$ cat src/rtl/midi_pkg.sv
// Shared constants, FSM state type and message-length helper for the MIDI transmitter.
// Optional build macro: MIDI_RUNNING_STATUS_EN (used by midi_tx).
package midi_pkg;

  localparam logic [3:0] NOTE_OFF = 4'h8;
  localparam logic [3:0] NOTE_ON  = 4'h9;
  localparam logic [3:0] POLY_AT  = 4'hA;
  localparam logic [3:0] CTRL     = 4'hB;
  localparam logic [3:0] PROG     = 4'hC;
  localparam logic [3:0] CHAN_AT  = 4'hD;
  localparam logic [3:0] PITCH    = 4'hE;

  typedef enum logic [1:0] {
    S_IDLE  = 2'd0,
    S_START = 2'd1,
    S_DATA  = 2'd2,
    S_STOP  = 2'd3
  } tx_state_t;

  // Bytes on the wire including the status byte; 0 marks a nibble we never send.
  function automatic logic [1:0] midi_msg_len(input logic [3:0] s);
    logic [1:0] n;
    case (s)
      NOTE_OFF,
      NOTE_ON,
      POLY_AT,
      CTRL,
      PITCH:   n = 2'd3;
      PROG,
      CHAN_AT: n = 2'd2;
      default: n = 2'd0;
    endcase
    return n;
  endfunction

endpackage

$ cat src/rtl/midi_tx_uart.sv
// 8N1 byte serialiser, LSB first, BAUD_CYCLES clocks per bit.
// byte_ready also rises in the last stop-bit cycle so bytes chain gap-free.
module uart_byte_tx
  import midi_pkg::*;
#(
  parameter int BAUD_CYCLES = 3200
) (
  input  logic       clk_in,
  input  logic       rst_in,
  input  logic [7:0] byte_data,
  input  logic       byte_valid,
  output logic       byte_ready,
  output logic       byte_done,
  output logic       tx_out
);

  localparam int CW =
    (BAUD_CYCLES > 1) ? $clog2(BAUD_CYCLES) : 1;
  localparam logic [CW-1:0] LAST =
    CW'(BAUD_CYCLES - 1);

  tx_state_t     state;
  logic [CW-1:0] baud_cnt;
  logic [2:0]    bit_idx;
  logic [7:0]    shreg;
  logic          bit_end;
  logic          load;

  assign bit_end    = (baud_cnt == LAST);
  assign byte_done  = (state == S_STOP) && bit_end;
  assign byte_ready = (state == S_IDLE) || byte_done;
  assign load       = byte_valid && byte_ready;

  always_ff @(posedge clk_in or posedge rst_in) begin
    if (rst_in) begin
      state    <= S_IDLE;
      baud_cnt <= '0;
      bit_idx  <= '0;
      shreg    <= '0;
    end else if (load) begin
      state    <= S_START;
      shreg    <= byte_data;
      baud_cnt <= '0;
      bit_idx  <= '0;
    end else if (state != S_IDLE) begin
      baud_cnt <= bit_end ? '0 : baud_cnt + 1'b1;
      if (bit_end) begin
        unique case (state)
          S_START: begin
            state   <= S_DATA;
            bit_idx <= '0;
          end
          S_DATA: begin
            shreg <= {1'b0, shreg[7:1]};
            if (bit_idx == 3'd7) begin
              state <= S_STOP;
            end else begin
              bit_idx <= bit_idx + 3'd1;
            end
          end
          S_STOP:  state <= S_IDLE;
          default: state <= S_IDLE;
        endcase
      end
    end
  end

  // Decoded from state so an async reset forces the line high at once.
  always_comb begin
    tx_out = 1'b1;
    unique case (state)
      S_START: tx_out = 1'b0;
      S_DATA:  tx_out = shreg[0];
      S_STOP:  tx_out = 1'b1;
      default: tx_out = 1'b1;
    endcase
  end

endmodule

$ cat src/rtl/midi_tx.sv
// MIDI channel-message transmitter: sequences status/data bytes into uart_byte_tx.
// Optional macro MIDI_RUNNING_STATUS_EN omits a repeated status byte.
module midi_tx
  import midi_pkg::*;
#(
  parameter int BAUD_CYCLES = 3200
) (
  input  logic       clk_in,
  input  logic       rst_in,
  input  logic [3:0] status,
  input  logic [3:0] channel,
  input  logic [7:0] data_byte1,
  input  logic [7:0] data_byte2,
  input  logic       valid_in,
  output logic       ready_out,
  output logic       tx_out,
  output logic       done_out
);

  logic       busy;
  logic       done_q;
  logic [1:0] byte_idx;
  logic [1:0] msg_len;
  logic [7:0] nxt1;
  logic [7:0] nxt2;

  logic [7:0] stat_byte;
  logic [7:0] d1;
  logic [7:0] d2;
  logic [1:0] len_raw;
  logic [1:0] len_eff;
  logic       skip;
  logic       accept_msg;
  logic [7:0] first_byte;

  logic       byte_valid;
  logic [7:0] byte_data;
  logic       byte_ready;
  logic       byte_done;
  logic       last_byte;

  assign stat_byte = {status, channel};
  assign d1        = data_byte1 & 8'h7F;
  assign d2        = data_byte2 & 8'h7F;
  assign len_raw   = midi_msg_len(status);

`ifdef MIDI_RUNNING_STATUS_EN
  logic [7:0] rs_byte;
  logic       rs_valid;

  assign skip = rs_valid && (rs_byte == stat_byte);

  always_ff @(posedge clk_in or posedge rst_in) begin
    if (rst_in) begin
      rs_byte  <= '0;
      rs_valid <= 1'b0;
    end else if (accept_msg) begin
      rs_byte  <= stat_byte;
      rs_valid <= 1'b1;
    end
  end
`else
  assign skip = 1'b0;
`endif

  assign len_eff    = len_raw - {1'b0, skip};
  assign accept_msg = valid_in && ready_out && (len_raw != 2'd0);
  assign first_byte = skip ? d1 : stat_byte;
  assign last_byte  = (byte_idx == msg_len);

  // First byte goes straight to the serialiser so tx falls the next cycle.
  always_comb begin
    byte_valid = 1'b0;
    byte_data  = first_byte;
    if (busy) begin
      byte_valid = !last_byte;
      byte_data  = (byte_idx == 2'd1) ? nxt1 : nxt2;
    end else begin
      byte_valid = accept_msg;
    end
  end

  always_ff @(posedge clk_in or posedge rst_in) begin
    if (rst_in) begin
      busy     <= 1'b0;
      done_q   <= 1'b0;
      byte_idx <= '0;
      msg_len  <= '0;
      nxt1     <= '0;
      nxt2     <= '0;
    end else begin
      done_q <= busy && byte_done && last_byte;
      if (accept_msg) begin
        busy     <= 1'b1;
        byte_idx <= 2'd1;
        msg_len  <= len_eff;
        nxt1     <= skip ? d2 : d1;
        nxt2     <= d2;
      end else if (busy) begin
        if (byte_valid && byte_ready) begin
          byte_idx <= byte_idx + 2'd1;
        end else if (byte_done && last_byte) begin
          busy     <= 1'b0;
          byte_idx <= '0;
        end
      end
    end
  end

  assign ready_out = !busy;
  assign done_out  = done_q;

  uart_byte_tx #(
    .BAUD_CYCLES(BAUD_CYCLES)
  ) u_uart (
    .clk_in    (clk_in),
    .rst_in    (rst_in),
    .byte_data (byte_data),
    .byte_valid(byte_valid),
    .byte_ready(byte_ready),
    .byte_done (byte_done),
    .tx_out    (tx_out)
  );

endmodule

$ cat config.mk
export PLATFORM = sky130hd
export DESIGN_NAME = midi_tx
export DESIGN_NICKNAME = d
export VERILOG_FILES = /design/src/rtl/midi_pkg.sv /design/src/rtl/midi_tx_uart.sv /design/src/rtl/midi_tx.sv
export SDC_FILE = /design/constraint.sdc
export NUM_CORES = 1
export LEC_CHECK = 0
export CAP_MARGIN = 20
export CORE_ASPECT_RATIO = 0.6
export CORE_MARGIN = 5
export CORE_UTILIZATION = 40
export CTS_CLUSTER_DIAMETER = 150
export DETAILED_ROUTE_END_ITERATION = 10
export PLACE_DENSITY = 0.66
export SYNTH_ARGS = -nofsm -noshare
export SYNTH_HDL_FRONTEND = slang
export SYNTH_SLANG_ARGS = --single-unit
$ cat constraint.sdc
create_clock -name clk_in -period 2.5 [get_ports clk_in]
set_input_delay 0.25 -clock clk_in [delete_from_list [all_inputs] [get_ports clk_in]]
set_output_delay 0.25 -clock clk_in [all_outputs]
set_load 0.01 [all_outputs]
After elaboration in Yosys (flattened, before gate mapping)
Cells that the tools add are included.
{"block": "classes", "addsub": 3, "multipliers": 0, "div": 0, "n_lt_le_gt_ge": 0, "eq_ne": 16, "shift": 0, "n_mux": 30, "bitwise_logic": 0, "n_reduce_logical": 25}
{"cell": "8-bit 2-to-1 mux", "n": 5}
{"cell": "12-bit 2-to-1 mux", "n": 3}
{"cell": "4-bit equality test, second input constant", "n": 7}
{"cell": "2-bit 2-to-1 mux", "n": 8}
{"cell": "12-bit by 1-bit adder with 12-bit output, second input constant", "n": 1}
{"cell": "12-bit equality test, second input constant", "n": 1}
{"cell": "3-bit 2-to-1 mux", "n": 4}
{"cell": "2-bit nonzero test", "n": 6}
{"cell": "2-bit one-hot mux with 2 select lines", "n": 2}
{"cell": "1-bit logical AND", "n": 7}
{"cell": "7-bit 2-to-1 mux", "n": 1}
{"cell": "3-bit one-hot mux with 2 select lines", "n": 1}
{"cell": "3-bit AND reduction", "n": 2}
{"cell": "3-bit nonzero test", "n": 2}
{"cell": "1-bit 2-to-1 mux", "n": 5}
{"cell": "5-bit OR reduction", "n": 1}
{"cell": "2-bit by 1-bit equality test with 1-bit output, second input constant", "n": 2}
{"cell": "2-bit equality test, second input constant", "n": 2}
{"cell": "4-bit AND reduction", "n": 1}
{"cell": "3-bit by 1-bit adder with 3-bit output, second input constant", "n": 1}
{"cell": "3-bit equality test, second input constant", "n": 1}
{"cell": "3-bit by 1-bit inequality test with 1-bit output, second input constant", "n": 1}
{"cell": "3-bit by 2-bit inequality test with 1-bit output, second input constant", "n": 1}
{"cell": "2-bit by 1-bit adder with 2-bit output, second input constant", "n": 1}
{"cell": "other kinds (7)", "n": 8}
{"block": "word_totals", "register_bits": 45, "latch_bits": 0, "ram_bits": 0, "romBits": 0, "in_bits": 27, "output_inout_bits": 3, "wordCells": 84, "mem_count": 0}

Longest topological paths before layout
{"block": "depth", "ltp_word": 10, "depth_mapped": 8, "depth_no_buf": 7}

Modules after synthesis
From an unflattened synthesis, not the netlist that was laid out.
{"block": "unflattened", "cells_unflattened": 225, "area_unflattened_um2": 2486.1}
{"module": "uart_byte_tx", "instances": 1, "cells_each": 137, "area_each_um2": 1425.1, "seq_area_each_um2": 625.6}
{"module": "midi_tx", "instances": 1, "cells_each": 88, "area_each_um2": 1061.0, "seq_area_each_um2": 500.5}

Worst setup path before layout
Ideal clock, no wire load.
{"block": "synth_timing", "path_kind": "reg2reg", "from": "reg u_uart.baud_cnt[0]", "to": "reg u_uart.bit_idx[0]", "setup_time_ns": 0.125, "arrival_ns": 1.759, "required_time_ns": 2.375, "path_slack_ns": 0.616, "path_stages_with_launch": 8, "path_buffers": 1, "period_less_slack_ns": 1.884, "path_cell_list": "dfrtp_1 > ha_1 > nand4_4 > nor4_4 > o22a_4 > buf_6 > a41oi_4 > mux2_4"}
{"block": "synth_between", "elab_chain_cells": 6, "word_cells_on_any_way": 10, "classes_between": "eq/ne (2); mux (1); reduce/logical (7)"}
{"element": "start: declaration", "line_no": "midi_tx_uart.sv:23", "text": "logic [CW-1:0] baud_cnt;"}
{"element": "start signal: assignment", "line_no": "midi_tx_uart.sv:46", "text": "baud_cnt <= bit_end ? '0 : baud_cnt + 1'b1;"}
{"element": "12-bit equality test (*)", "line_no": "midi_tx_uart.sv:29", "text": "assign bit_end = (baud_cnt == LAST);"}
{"element": "1-bit logical AND", "line_no": "midi_tx_uart.sv:30", "text": "assign byte_done = (state == S_STOP) && bit_end;"}
{"element": "1-bit logical OR", "line_no": "midi_tx_uart.sv:31", "text": "assign byte_ready = (state == S_IDLE) || byte_done;"}
{"element": "1-bit logical AND", "line_no": "midi_tx_uart.sv:32", "text": "assign load = byte_valid && byte_ready;"}
{"element": "3-bit by 2-bit inequality test with 1-bit output (no line), or another cell as far along"}
{"element": "4-bit AND reduction (no line)"}
{"element": "end signal: assignment", "line_no": "midi_tx_uart.sv:58", "text": "bit_idx <= bit_idx + 3'd1;"}
{"element": "end: declaration", "line_no": "midi_tx_uart.sv:24", "text": "logic [2:0] bit_idx;"}
Mark *: on every way between the ends. The rest lies on a longest branch, timed or not.
A chain may end at the register's enable or synchronous reset.

Worst setup path after layout
{"block": "layout_timing", "from": "reg u_uart.baud_cnt[0]", "to": "reg u_uart.state[1]"}
{"block": "layout_between", "elab_chain_cells": 6, "word_cells_on_any_way": 9, "classes_between": "eq/ne (2); mux (1); reduce/logical (6)"}
{"element": "12-bit equality test (*)", "line_no": "midi_tx_uart.sv:29"}
{"element": "1-bit logical AND", "line_no": "midi_tx_uart.sv:30"}
{"element": "1-bit logical OR", "line_no": "midi_tx_uart.sv:31"}
{"element": "1-bit logical AND", "line_no": "midi_tx_uart.sv:32"}
{"element": "3-bit by 1-bit inequality test with 1-bit output (no line) or 2-bit nonzero test (tied branches)"}
{"element": "3-bit AND reduction (no line)"}
{"element": "end signal: assignment", "line_no": "midi_tx_uart.sv:36", "text": "state <= S_IDLE;"}
{"element": "end signal: assignment", "line_no": "midi_tx_uart.sv:41", "text": "state <= S_START;"}
{"element": "end signal: assignment", "line_no": "midi_tx_uart.sv:50", "text": "state <= S_DATA;"}
{"element": "end: declaration", "line_no": "midi_tx_uart.sv:22", "text": "tx_state_t state;"}
Marks and branches as above.

==> metrics.md <==
| Metric | Value |
|---|---|
| Share of the yosys chip area belonging to registers | `46.4%` |
| Relative slew margins | `about 64%` |
| Clock latency of the later-clocked register in the worst-skew pair | `300 ps` |
| Total iterations of the first detailed-routing run | `4` |
| Number of placement rows | `22` |
| Core area | `0.00600 sq mm` |
| Wire length of the first global-routing pass | `roughly 8600 um` |
| Via count of the first global-routing pass | `1,678` |
| TNS Setup | `0 ps` |
| Internal power summed over all cells | `around 1.9 mW` |
| Data arrival time of the critical path | `2360 ps` |
| Critical path class | `flop to flop` |
| Req. time, crit path | `~2700 ps` |
| Cell area after synthesis | `0.00242 sq mm` |
| Post-Syn Area per Cell | `11.2 sq um` |
| Number of standard cells after synthesis | `about 220` |
| Chip Height | `between 70 and 80 um` |
| Async set-reset flop share out of synthesis | `100%` |
| Class of the worst hold path | `input pin to async pin` |
| Count of input and output buffers | `27` |
| Share of cells above drive strength 1 | `between 10% and 20%` |
| Unrepaired setup endpoints after global routing | `false` |
| Effective utilization at floorplan | `40.4%` |
| # resized after CTS | `0` |
| Per-cell via count in the routed design | `5.19` |
| Area of the die | `between 0.007 and 0.008 sq mm` |
| Count of pins over their slew limit | `0` |
| R2R depth | `6` |
| Count of endpoints failing setup in the final report | `0` |
| Slowest cell on crit path | `sky130_fd_sc_hd__o41ai_2` |
| Post-route standard cell area excluding fillers | `0.00293 sq mm` |
| Deepest level of the CTS H-tree | `2` |
| Fraction of power spent switching nets | `between 30% and 40%` |
| Clock tree from TritonCTS | `done` |
| Overall die width | `111 um` |
| Outcome | `finished, final reports clean` |
| Pin count of the biggest net entering global routing | `22` |
| Clock Path Buffers | `2` |
| Max incr delay on CP | `460 ps` |
| Switching power of the nets | `1.10 mW` |
| Slew of the pin with the lowest slew margin | `about 530 ps` |
| Minimum clock period after layout | `2160 ps` |
| Number of synthesized register bits | `between 40 and 50` |
| Start point of the critical path | `u_uart.baud_cnt[0]` |
| Clock transition at the registers of the reported paths | `around 90 ps` |
| Placer's final routability congestion estimate | `0.834` |
| Clock root cell | `sky130_fd_sc_hd__clkbuf_8` |
| Top-Level Pins | `30` |
| Power Dens Cells | `1020 mW/mm^2` |
| Maximum resistive drop on vdd | `roughly 400 uV` |
| CP Cell Sequence | `ha_1, nand4_4, o41ai_2, o21a_1, o21ai_0, a32o_1` |
| Share of the clock period used by the worst path after layout | `around 87%` |
| Logic pwr share | `42.4%` |
| Detail-routed net length per standard cell | `15.2 um` |
| Global-route total usage across every layer | `about 14%` |
| Number of clock buffers inserted by TritonCTS | `5` |
| Detailed-route via count | `1,734` |
| Post-CTS setup buffer count | `0` |
| Wirelength, routed | `5070 um` |
| # DRC | `0` |
| Number of max-cap violations | `0` |
| Detailed-placement wirelength estimate | `3780 um` |
| Post-DRT Antenna Nets | `0` |
| Commonest cells after routing, fill and taps aside | `sky130_fd_sc_hd__dfrtp_1, sky130_fd_sc_hd__clkdlybuf4s50_1, sky130_fd_sc_hd__o21ai_0` |
| Highest fanout seen on the critical path | `6` |
| Commonest register cell after synthesis | `sky130_fd_sc_hd__dfrtp_1` |
| Startpoint of the worst register-to-register path | `u_uart.baud_cnt[0]` |
| GRT Residual Overflow | `0` |
| Hold buffer count at CTS | `0` |
| Number of enable-type register cells in the synthesized netlist | `0` |
| Achievable frequency | `roughly 0.46 GHz` |
| Sort of element at the start of the critical path | `flop` |
| Signed area change from the synthesized netlist to the final layout | `20.7%` |
| Cell variety after synth | `48` |
| NumNets Final | `284` |
| Count of inserted antenna diode cells | `0` |
| Leading cell type in the layout, fill and taps excluded | `sky130_fd_sc_hd__dfrtp_1` |
| Static leakage | `~1.3 nW` |
| Syn. warnings | `0` |
| Number of failing hold endpoints at the final stage | `0` |
| Net count after synthesis | `251` |
| # clock sinks | `45` |
| Clock network power share | `18.9%` |
| Category of the worst setup path capture point | `flop` |
| Detailed router's first-iteration violation count | `between 60 and 70` |
| Initial antenna violation count | `0` |
| Worst clock skew | `3.42 ps` |
| Share of total power in sequential cells | `about two fifths` |
| Post-Place Cell Area | `0.00281 sq mm` |
==> worst paths after layout <==
| path | end | slack [ps] |
|---|---|---|
| max | u_uart.state[1] | 340 |
| max in group asynchronous | u_uart.shreg[6] | 1790 |
| min in group clk_in | msg_len[1] | 500 |
| min reg2reg | msg_len[1] | 500 |
| min | nxt2[1] | 190 |
| max reg2reg | u_uart.state[1] | 340 |
==> cell usage after synthesis, drive strengths merged (2+ instances only) <==
library cell  count  share of area, %
a21oi             3              0.62
a22o              3               1.1
a31oi             2              0.52
and2              2              0.52
and3              3              0.77
buf               7               1.7
clkbuf            2              0.31
dfrtp            45                46
ha                8               4.1
inv               8               1.2
mux2             15               7.1
mux2i            14               5.8
nand2            13               2.0
nand2b            3              0.77
nand3             6               1.4
nand4             2               1.1
nor2             14               2.2
nor3              4              0.83
nor4              2               1.8
o211ai           10               3.1
o21a              2              0.62
o21ai            20               4.1
o31ai             2              0.62
xnor2             4               1.4
xor2              4               1.4
==> power groups by stage <==
| stage | Combinational, mW | Clock [mW] | Sequential (mW) |
|---|---|---|---|
| 4_1_cts | 1.27 | 0.577 | 1.15 |
| 6_report | 1.26 | 0.562 | 1.15 |
| 2_1_floorplan | 0.970 | 0 | 1.11 |
| 3_3_place_gp | 1.23 | 0 | 1.16 |
| 3_5_place_dp | 1.26 | 0 | 1.16 |
| 5_1_grt | 1.40 | 0.605 | 1.19 |
==> sequential cells by signal, summed over array words and instances, names as in the netlist <==
name and count:
msg_len 2, done_out 1, nxt1 7, u_uart.bit_idx 3
u_uart.state 2, u_uart.baud_cnt 12, nxt2 7, u_uart.shreg 8
byte_idx 2, busy 1
==> final cells by class <==
type | count | area, sq um
Fill cell | 572 | 3070
Multi-Input combinational cell | 153 | 1220
Sequential cell | 45 | 1130
Timing Repair Buffer | 35 | 330
Tap cell | 84 | 105
Clock buffer | 5 | 68.8
Clock inverter | 3 | 46.3
Inverter | 9 | 33.8
==> critical path, delay by kind of cell (launching register included) <==
family                     cells  cell delay [ps]
and+or+nand+nor                1              190
DFF                            1              390
AOI/OAI and AO/OA              4             1150
adders and majority gates      1              320
==> layer usage <==
metal / GRT usage, % / vias up / wire [um]
met5: 0 / - / 0
met2: 18.2 / 37 / 1980
met1: 21.5 / 838 / 2770
met4: 3.69 / 0 / 55
met3: 4.07 / 7 / 269
li1: - / 852 / -
==> cells by family (layout without fill, tap and decap cells) <==
logic type,count (synthesis),after routing,synth area share (%)
AO/OA/AOI/OAI,54,54,16.5
AND/OR/NAND/NOR,54,54,13.7
flip-flops,45,45,46.4
multiplexers,29,29,12.9
buffers and inverters,18,52,3.41
adder cells (fa/ha/maj),8,8,4.13
XOR/XNOR,8,8,2.89
==> through the flow <==
stage / utilization [%] / worst slack, ps / power [mW] / hold slack, ps / std cells
after floorplan: - / 616 / 2.08 / 397 / 216
after global placement: 46.9 / 404 / 2.39 / 490 / 326
after detailed placement: 46.9 / 350 / 2.42 / 483 / 326
after CTS: 48.8 / 341 / 2.99 / 200 / 334
after global routing: 48.8 / 203 / 3.20 / 209 / 334
final: 48.8 / 337 / 2.97 / 191 / 334
No activity file was read; power rests on OpenSTA's default activity.
